`src/rtl/router_merge.sv`:
```
// router_merge: two-channel weighted round-robin merger. Drains the router's
// VC0/VC1 output FIFOs into one tagged stream {valid, src, data}, honours a
// downstream pause and counts delivered words per channel.
module router_merge #(
  parameter int unsigned DATA_W  = 8,
  parameter int unsigned WEIGHT0 = 4,
  parameter int unsigned WEIGHT1 = 4
) (
  input  logic              clk,
  input  logic              reset,
  input  logic [DATA_W-1:0] fifo0_data,
  input  logic              fifo0_empty,
  output logic              fifo0_pop,
  input  logic [DATA_W-1:0] fifo1_data,
  input  logic              fifo1_empty,
  output logic              fifo1_pop,
  input  logic              pause_in,
  output logic [DATA_W+1:0] out_word,
  output logic              out_valid,
  output logic              active_ch,
  output logic [15:0]       cnt0,
  output logic [15:0]       cnt1
);

  typedef enum logic [1:0] {
    IDLE   = 2'd0,
    SERVE0 = 2'd1,
    SERVE1 = 2'd2
  } state_t;

  localparam logic [3:0] QUANTUM0 = 4'(WEIGHT0 - 1);
  localparam logic [3:0] QUANTUM1 = 4'(WEIGHT1 - 1);

  state_t     state, state_nx;
  logic [3:0] burst_cnt, burst_nx;
  logic       last_ch, last_nx;
  logic       rd_pend, rd_src;

  logic       cur, cur_empty, oth_empty;
  logic [3:0] quantum;

  assign active_ch = (state == SERVE1);

  // Arbitration state register; last_ch resets to 1 so channel 0 wins the first tie.
  always_ff @(posedge clk or negedge reset) begin
    if (!reset) begin
      state     <= IDLE;
      burst_cnt <= '0;
      last_ch   <= 1'b1;
    end else begin
      state     <= state_nx;
      burst_cnt <= burst_nx;
      last_ch   <= last_nx;
    end
  end

  // Next-state and pop strobes; both SERVE states share one branch keyed on
  // the granted channel (cur) with the other channel's FIFO as the fallback.
  always_comb begin
    state_nx  = state;
    burst_nx  = burst_cnt;
    last_nx   = last_ch;
    fifo0_pop = 1'b0;
    fifo1_pop = 1'b0;
    cur       = (state == SERVE1);
    cur_empty = cur ? fifo1_empty : fifo0_empty;
    oth_empty = cur ? fifo0_empty : fifo1_empty;
    quantum   = cur ? QUANTUM1 : QUANTUM0;
    case (state)
      IDLE: begin
        if (!fifo0_empty && (fifo1_empty || last_ch)) begin
          state_nx = SERVE0;
          burst_nx = '0;
        end else if (!fifo1_empty) begin
          state_nx = SERVE1;
          burst_nx = '0;
        end
      end
      SERVE0, SERVE1: begin
        if (!pause_in) begin
          if (!cur_empty) begin
            fifo0_pop = !cur;
            fifo1_pop = cur;
            if (burst_cnt == quantum) begin
              last_nx  = cur;
              burst_nx = '0;
              if (!oth_empty) begin
                if (cur) state_nx = SERVE0;
                else     state_nx = SERVE1;
              end
            end else begin
              burst_nx = burst_cnt + 4'd1;
            end
          end else begin
            last_nx  = cur;
            burst_nx = '0;
            if (oth_empty)  state_nx = IDLE;
            else if (cur)   state_nx = SERVE0;
            else            state_nx = SERVE1;
          end
        end
      end
      default: begin
        state_nx = IDLE;
        burst_nx = '0;
      end
    endcase
  end

  // Read pipeline: remember each pop, then capture the FIFO data a cycle later.
  always_ff @(posedge clk or negedge reset) begin
    if (!reset) begin
      rd_pend   <= 1'b0;
      rd_src    <= 1'b0;
      out_word  <= '0;
      out_valid <= 1'b0;
      cnt0      <= '0;
      cnt1      <= '0;
    end else begin
      rd_pend   <= fifo0_pop | fifo1_pop;
      rd_src    <= fifo1_pop;
      out_valid <= rd_pend;
      if (rd_pend) begin
        out_word <= {1'b1, rd_src, (rd_src ? fifo1_data : fifo0_data)};
        if (rd_src) cnt1 <= cnt1 + 16'd1;
        else        cnt0 <= cnt0 + 16'd1;
      end
    end
  end

endmodule

```
`config.mk`:
```
export PLATFORM = sky130hd
export DESIGN_NAME = router_merge
export DESIGN_NICKNAME = d
export VERILOG_FILES = /design/src/rtl/router_merge.sv
export SDC_FILE = /design/constraint.sdc
export NUM_CORES = 1
export LEC_CHECK = 0
export CORE_ASPECT_RATIO = 0.8
export CORE_MARGIN = 3
export CORE_UTILIZATION = 65
export DETAILED_ROUTE_END_ITERATION = 7
export DONT_BUFFER_PORTS = 1
export PLACE_DENSITY = 0.81
export SLEW_MARGIN = 10
export SYNTH_ARGS = -nofsm -noshare
export SYNTH_HDL_FRONTEND = slang
export SYNTH_SLANG_ARGS = --single-unit
```
`constraint.sdc`:
```
create_clock -name clk -period 5 [get_ports clk]
set_input_delay 0.75 -clock clk [delete_from_list [all_inputs] [get_ports clk]]
set_output_delay 0.75 -clock clk [all_outputs]
set_load 0.03 [all_outputs]
```
==> results.cfg <==
[run_status]
outcome = finished, final reports clean

[global_route]
grt_max_degree = 53
grt_usage_pct = 22.1
grt_remaining_overflow = 0
grt_pass1_vias = 1590
antenna_found_initial = 0
grt_pass1_wl_um = 7450

[synth]
synth-seq-cells = 52
syn-cell-area_mm2 = 0.00247
avgSynthCellArea_um2 = 11.3
ys.flop_type = dfrtp_1
synth.distinct_cells = 49
synthesis.instances = 218
synth-edff-count = 0
synth_fp_nets = 246
seq_area_frac_synth_pct = 52.7
async_flop_share_pct = 100
synth_warnings = 0

[timing]
hold_viol_final = 0
timing.fmax_mhz = 344
fin_skew_ns = 0.00231
setup_viol = 0
relSlewSlack_pct = 35.7
worstMarginPinSlew_ns = 0.958
min_period_ns = 2.91
rsz0062_at_grt = no
final_max_slew_viol_count = 0
fin_crit_sh_pct = 58.1
fin_tns_setup_ns = 0

[clocking]
clk_latency_ns = 0.30
cts_root_buf = clkbuf_8
cts_buffer_depth = 2
cts_resized = 0
cts_buffers = 5
cts_tree = done
h-tree-depth = 2
cts_hold_buf = 0
cts.sinks = 52
clk_pin_slew_ns = 0.08
postCtsSetupBuffers = 0

[die]
initial_core_util_pct = 69.8
core_mm2 = 0.00354
die-area_mm2 = 0.00459
die_h_um = 61.2
die_x_um = 75.0
rows = 19
ios = 67

[power]
powerDensity_mw_per_mm2 = 487
power_leakage_nw = 1.16
vdd.ir_drop.worst_uv = 401

[worst_setup_path]
crit_buf_inv = 1
worstPathCellList = inv_1 -> ha_1 -> mux2i_2 -> and4b_1
required_ns = 4.25
worst-setup-path-type = flop to primary output
cp_slowest_cell = ha_1
crit_path_max_incr_delay_ns = 0.49
cp_max_fo = 6
cp.depth = 4
crit_family = adder cells
start_kind = flop
rr_worst_depth = 6
timing.critical_path.to_type = primary output
critPathArrivalTime_ns = 2.16

[detailed_routing]
drcViolationCount = 0
drtPass1Iterations = 4
wl_per_cell_um = 17.5
dr_total_vias = 1599
initialDrtViolationCount = 78
drtAntennaViolNets = 0
wl_um = 4560
vias_per_cell = 6.13

[layout]
layout_common_cells = 51 x dfrtp_1, 21 x xnor2_1, 18 x nor2_1, 15 x nand2_1, 12 x a21oi_1
nets = 248
drive_above_1_share_pct = 11.0
antenna_cells = 0
final_cells = 261
area_growth_pct = 4.96
final_common_cell = dfrtp_1

[hold_path]
hold_class = input port to asynchronous set/reset pin

[place]
gp_congestion = 0.845
dp_hpwl_um = 3380
io_buffers = 0
dp_cells = 255

[flow_run]
drv_cap = 0
[worst register-to-register path, stage by stage, from the launching register on]
cell and delay, ns:
dfrtp_1 0.39, inv_1 0.13, ha_1 0.49, mux2i_2 0.38, nand2_2 0.12, o21ai_1 0.29, mux2_1 0.35
[metal layers]
layer | vias up | part of all wire, % | global-route usage, %
met5 | - | 0 | 0
met2 | 48 | 51 | 38.6
met3 | 6 | 7.2 | 8.81
met4 | 0 | 1.5 | 7.61
li1 | 759 | - | -
met1 | 786 | 40 | 24.7
[per-stage QoR]
step           cell area (um^2)  setup WS [ns]  hold slack, ns  total power [mW]  util, %
6_report                   2600           2.09           0.138              1.26     73.3
5_1_grt                    2600           1.98           0.103              1.35     73.3
4_1_cts                    2600           2.08           0.127              1.28     73.3
3_5_place_dp               2500           2.42           0.455              1.01     70.5
3_3_place_gp               2500           2.50           0.455             0.980     70.5
2_1_floorplan              2470           2.56           0.454             0.944        -
[final timing paths]
path / to / start / slack (ns)
min: out_word[3] / reset / 0.14
max: fifo1_pop / state[0] / 2.09
min in group clk: burst_cnt[0] / burst_cnt[0] / 0.55
max in group asynchronous: last_ch / reset / 4.68
min reg2reg: burst_cnt[0] / burst_cnt[0] / 0.55
max reg2reg: state[1] / state[0] / 2.74
[state kept, by name (all words and copies together), names as in the netlist]
register	flops
last_ch	1
state	2
cnt1	16
burst_cnt	4
rd_pend	1
out_word	10
rd_src	1
cnt0	16
out_valid	1
[Yosys cell counts, types with 4 or more instances]
library cell / n / share of area, %
mux2i_1: 9 / 3.6
ha_1: 7 / 3.5
inv_1: 4 / 0.61
nand2_1: 15 / 2.3
a21oi_1: 12 / 2.4
xor2_1: 9 / 3.2
xnor2_1: 21 / 7.4
o21ai_0: 5 / 1.0
dfrtp_1: 51 / 52
nand4_1: 8 / 2.0
nand3_1: 9 / 1.8
nor2_1: 18 / 2.7
[power breakdown]
group | internal [mW] | leakage (nW) | switching [mW]
Clock | 0.144 | 0.0501 | 0.122
Combinational | 0.126 | 0.431 | 0.154
Sequential | 0.501 | 0.679 | 0.219
Total | 0.770 | 1.16 | 0.494
[cell families (layout without fill, tap and decap cells)]
| kind of cell | after synthesis | count (layout) | synth area share (%) |
|---|---|---|---|
| simple gates | 80 | 80 | 19.3 |
| flops | 52 | 52 | 52.7 |
| xor+xnor | 30 | 30 | 10.6 |
| compound gates | 25 | 25 | 5.92 |
| mux | 14 | 14 | 6.02 |
| buf+inv | 10 | 11 | 1.92 |
| fa+ha+maj | 7 | 7 | 3.54 |
[layout make-up]
class	count	area [um^2]
well taps	42	52.6
clock inverters	1	30.0
flip-flops and latches	52	1300
inverters	5	18.8
fillers	244	946
multi-input cells	156	1120
clock buffers	5	68.8
(Power assumes the default switching activity.)
==> RTL change (config.mk and constraints unchanged) <==
Register the output `cnt0` once more, without a reset; this adds one clock of latency there. The other outputs are not delayed to match.
--- a/src/rtl/router_merge.sv
+++ b/src/rtl/router_merge.sv
@@ -30,6 +30,8 @@
 
   localparam logic [3:0] QUANTUM0 = 4'(WEIGHT0 - 1);
   localparam logic [3:0] QUANTUM1 = 4'(WEIGHT1 - 1);
+
+  logic [15:0] cnt0_s0;
 
   state_t     state, state_nx;
   logic [3:0] burst_cnt, burst_nx;
@@ -114,7 +116,7 @@
       rd_src    <= 1'b0;
       out_word  <= '0;
       out_valid <= 1'b0;
-      cnt0      <= '0;
+      cnt0_s0   <= '0;
       cnt1      <= '0;
     end else begin
       rd_pend   <= fifo0_pop | fifo1_pop;
@@ -123,10 +125,14 @@
       if (rd_pend) begin
         out_word <= {1'b1, rd_src, (rd_src ? fifo1_data : fifo0_data)};
         if (rd_src) cnt1 <= cnt1 + 16'd1;
-        else        cnt0 <= cnt0 + 16'd1;
+        else        cnt0_s0 <= cnt0_s0 + 16'd1;
       end
     end
   end
 
+  always_ff @(posedge clk) begin
+    cnt0 <= cnt0_s0;
+  end
+
 endmodule
 
Formal check against the unedited RTL: not equivalent (Yosys sat finds a counterexample within 4 cycles, from zero or initial values and one cycle with reset low).
==> RTL change against the original RTL <==
- cell area rose by 15%
- area after synthesis increased by 9.9%
- combinational power is 4% lower
- clock power rose by 92%
- worst setup slack worse by 120 ps
- routed wire length up 9.3%
- critical path depth did not move
- via count rose by 8.6%
- global-route usage increased by 0.20 points
- sequential cell count is 16 higher
- core utilization increased by 3.2 points
- power is 30% higher
- largest power group unchanged
- highest routed layer unchanged
==> RTL change: results (changes against the original RTL) <==
| Metric | Value |
|---|---|
| DRT Pass-1 Iters | 5 (+1) |
| Initial antenna violation count | 0 (unchanged) |
| Post-synth top cells | dfrtp_1, xnor2_1, dfxtp_1 |
| Initial DRC Count | 83 (+6.4%) |
| CTS resizes | 0 (unchanged) |
| Post-CTS setup buffers | 0 (unchanged) |
| Outcome | finished clean |
| Clock slew at reported path FFs | 70 ps |
| Layout Skew | 6.172 ps (+3.857 ps) |
| Final wirelength | 4987 um (+9.3%) |
| Bufs on Longest Clock Path | 2 (unchanged) |
| DR vias | 1737 (+8.6%) |
| CP max FO | 7 (+1) |
| Dpl ws | 2326 ps (-93.06 ps) |
| Registers with the most flip-flops | cnt0: 16 flops, cnt0_s0: 16 flops, cnt1: 16 flops |
| Synth unique cells | 38 (-22%) |
| Largest net degree at the start of global routing | 53 (unchanged) |
| Mean post-synth cell area | 11.98 sq um (+5.6%) |
| Crit path arrival time | 2280 ps (+120 ps) |
| CTS HTree Levels | 3 (+1) |
| Pleak | 1.331 nW (+15%) |
| Sequential share of the synthesized area | 59.69% (+7.0 points) |
| Final Net Count | 261 (+5.2%) |
| Placed Instance Area | 0.002753 sq mm (+10%) |
| Num CTS Buffers | 9 (+4) |
| Max VDD drop | 366.9 uV (-8.5%) |
| First-pass GRT wire length | 8390 um (+13%) |
| Placed Cells | 277 (+8.6%) |
| GRT Util Overall | 22.27% (+0.20 points) |
| Fillers | 254 (+4.1%) |
| Worst-margin pin slew | 1023 ps (+65.49 ps) |
| Hold Path Class | in -> async |
| Vias in the first global route | 1756 (+10%) |
| Post-detail-place hpwl | 3397 um (+0.43%) |
| Ant diodes | 0 (unchanged) |
| Layout cells sized above 1 | 10.50% (-0.45 points) |
| Clk_lat worst skew | 340 ps (+40 ps) |
| Non-filler cells, final | 293 (+12%) |
| Multi-input logic area | 0.001042 sq mm (-7.2%) |
| Root buf cell | clkbuf_8 |
| Buffers added on ports | 0 (unchanged) |
| Yosys warning count | 0 (unchanged) |
| Crit path launch | state[1] |
| Synth area leaders | dfrtp_1, dfxtp_1, xnor2_1 |
| RePlAce Congestion | 0.7773 (-8.0%) |
| Asr flop ratio synth | 76.47% (-24 points) |
RTL change: cell count changes in the layout (fill, tap and decap cells not counted), sizes merged, moves of 3 or more:
| cell | before | now |
|---|---|---|
| clkbuf | 5 | 11 |
| nor2 | 20 | 15 |
| dfxtp | 0 | 16 |
| nand3 | 11 | 8 |
| and3 | 3 | 6 |
| and4 | 1 | 4 |
RTL change: worst paths after layout:
check	cells past startpoint	slack, ps	end
setup / recovery	4	1970	fifo0_pop
hold / removal	0	100	cnt0_s0[15]
setup reg to reg	5	2760	rd_pend
hold reg to reg	0	400	cnt0[15]
max in group asynchronous	0	4720	last_ch
min in group clk	0	400	cnt0[15]
RTL change: kinds of logic after synthesis:
group	after synthesis	synth area share, %
and+or+nand+nor	71	14.36
DFF	68	59.69
xor gates and xnor gates	30	9.664
AOI/OAI and AO/OA	28	6.167
muxes	13	4.924
buffers and inverters	10	1.978
adders and majority gates	7	3.221
RTL change: routing by layer:
layer / track usage [%] / up-vias / part of all wire, %
met5: 0 / - / 0
met4: 10.04 / 0 / 1.9
met3: 10.28 / 12 / 8.4
met2: 36.22 / 79 / 52
met1: 25.17 / 840 / 38
li1: - / 806 / -
RTL change: layout make-up:
cell class	count	area share, %
flip-flops and latches	68	54.31
multi-input cells	149	34.88
clock buffers	11	5.067
clock inverters	5	2.806
well taps	55	2.303
inverters	5	0.6281
RTL change: power by group:
group	switching [mW]	internal (mW)	leakage, nW	total [mW]
combinational	0.146	0.124	0.411	0.269
sequential	0.225	0.646	0.809	0.871
clock	0.200	0.309	0.112	0.508
total	0.570	1.08	1.33	1.65
RTL change: worst max-delay path: stages (launching register included):
cell,delay [ps]
dfrtp_1,410
inv_1,60
ha_1,380
nor2b_1,240
nor3b_1,850
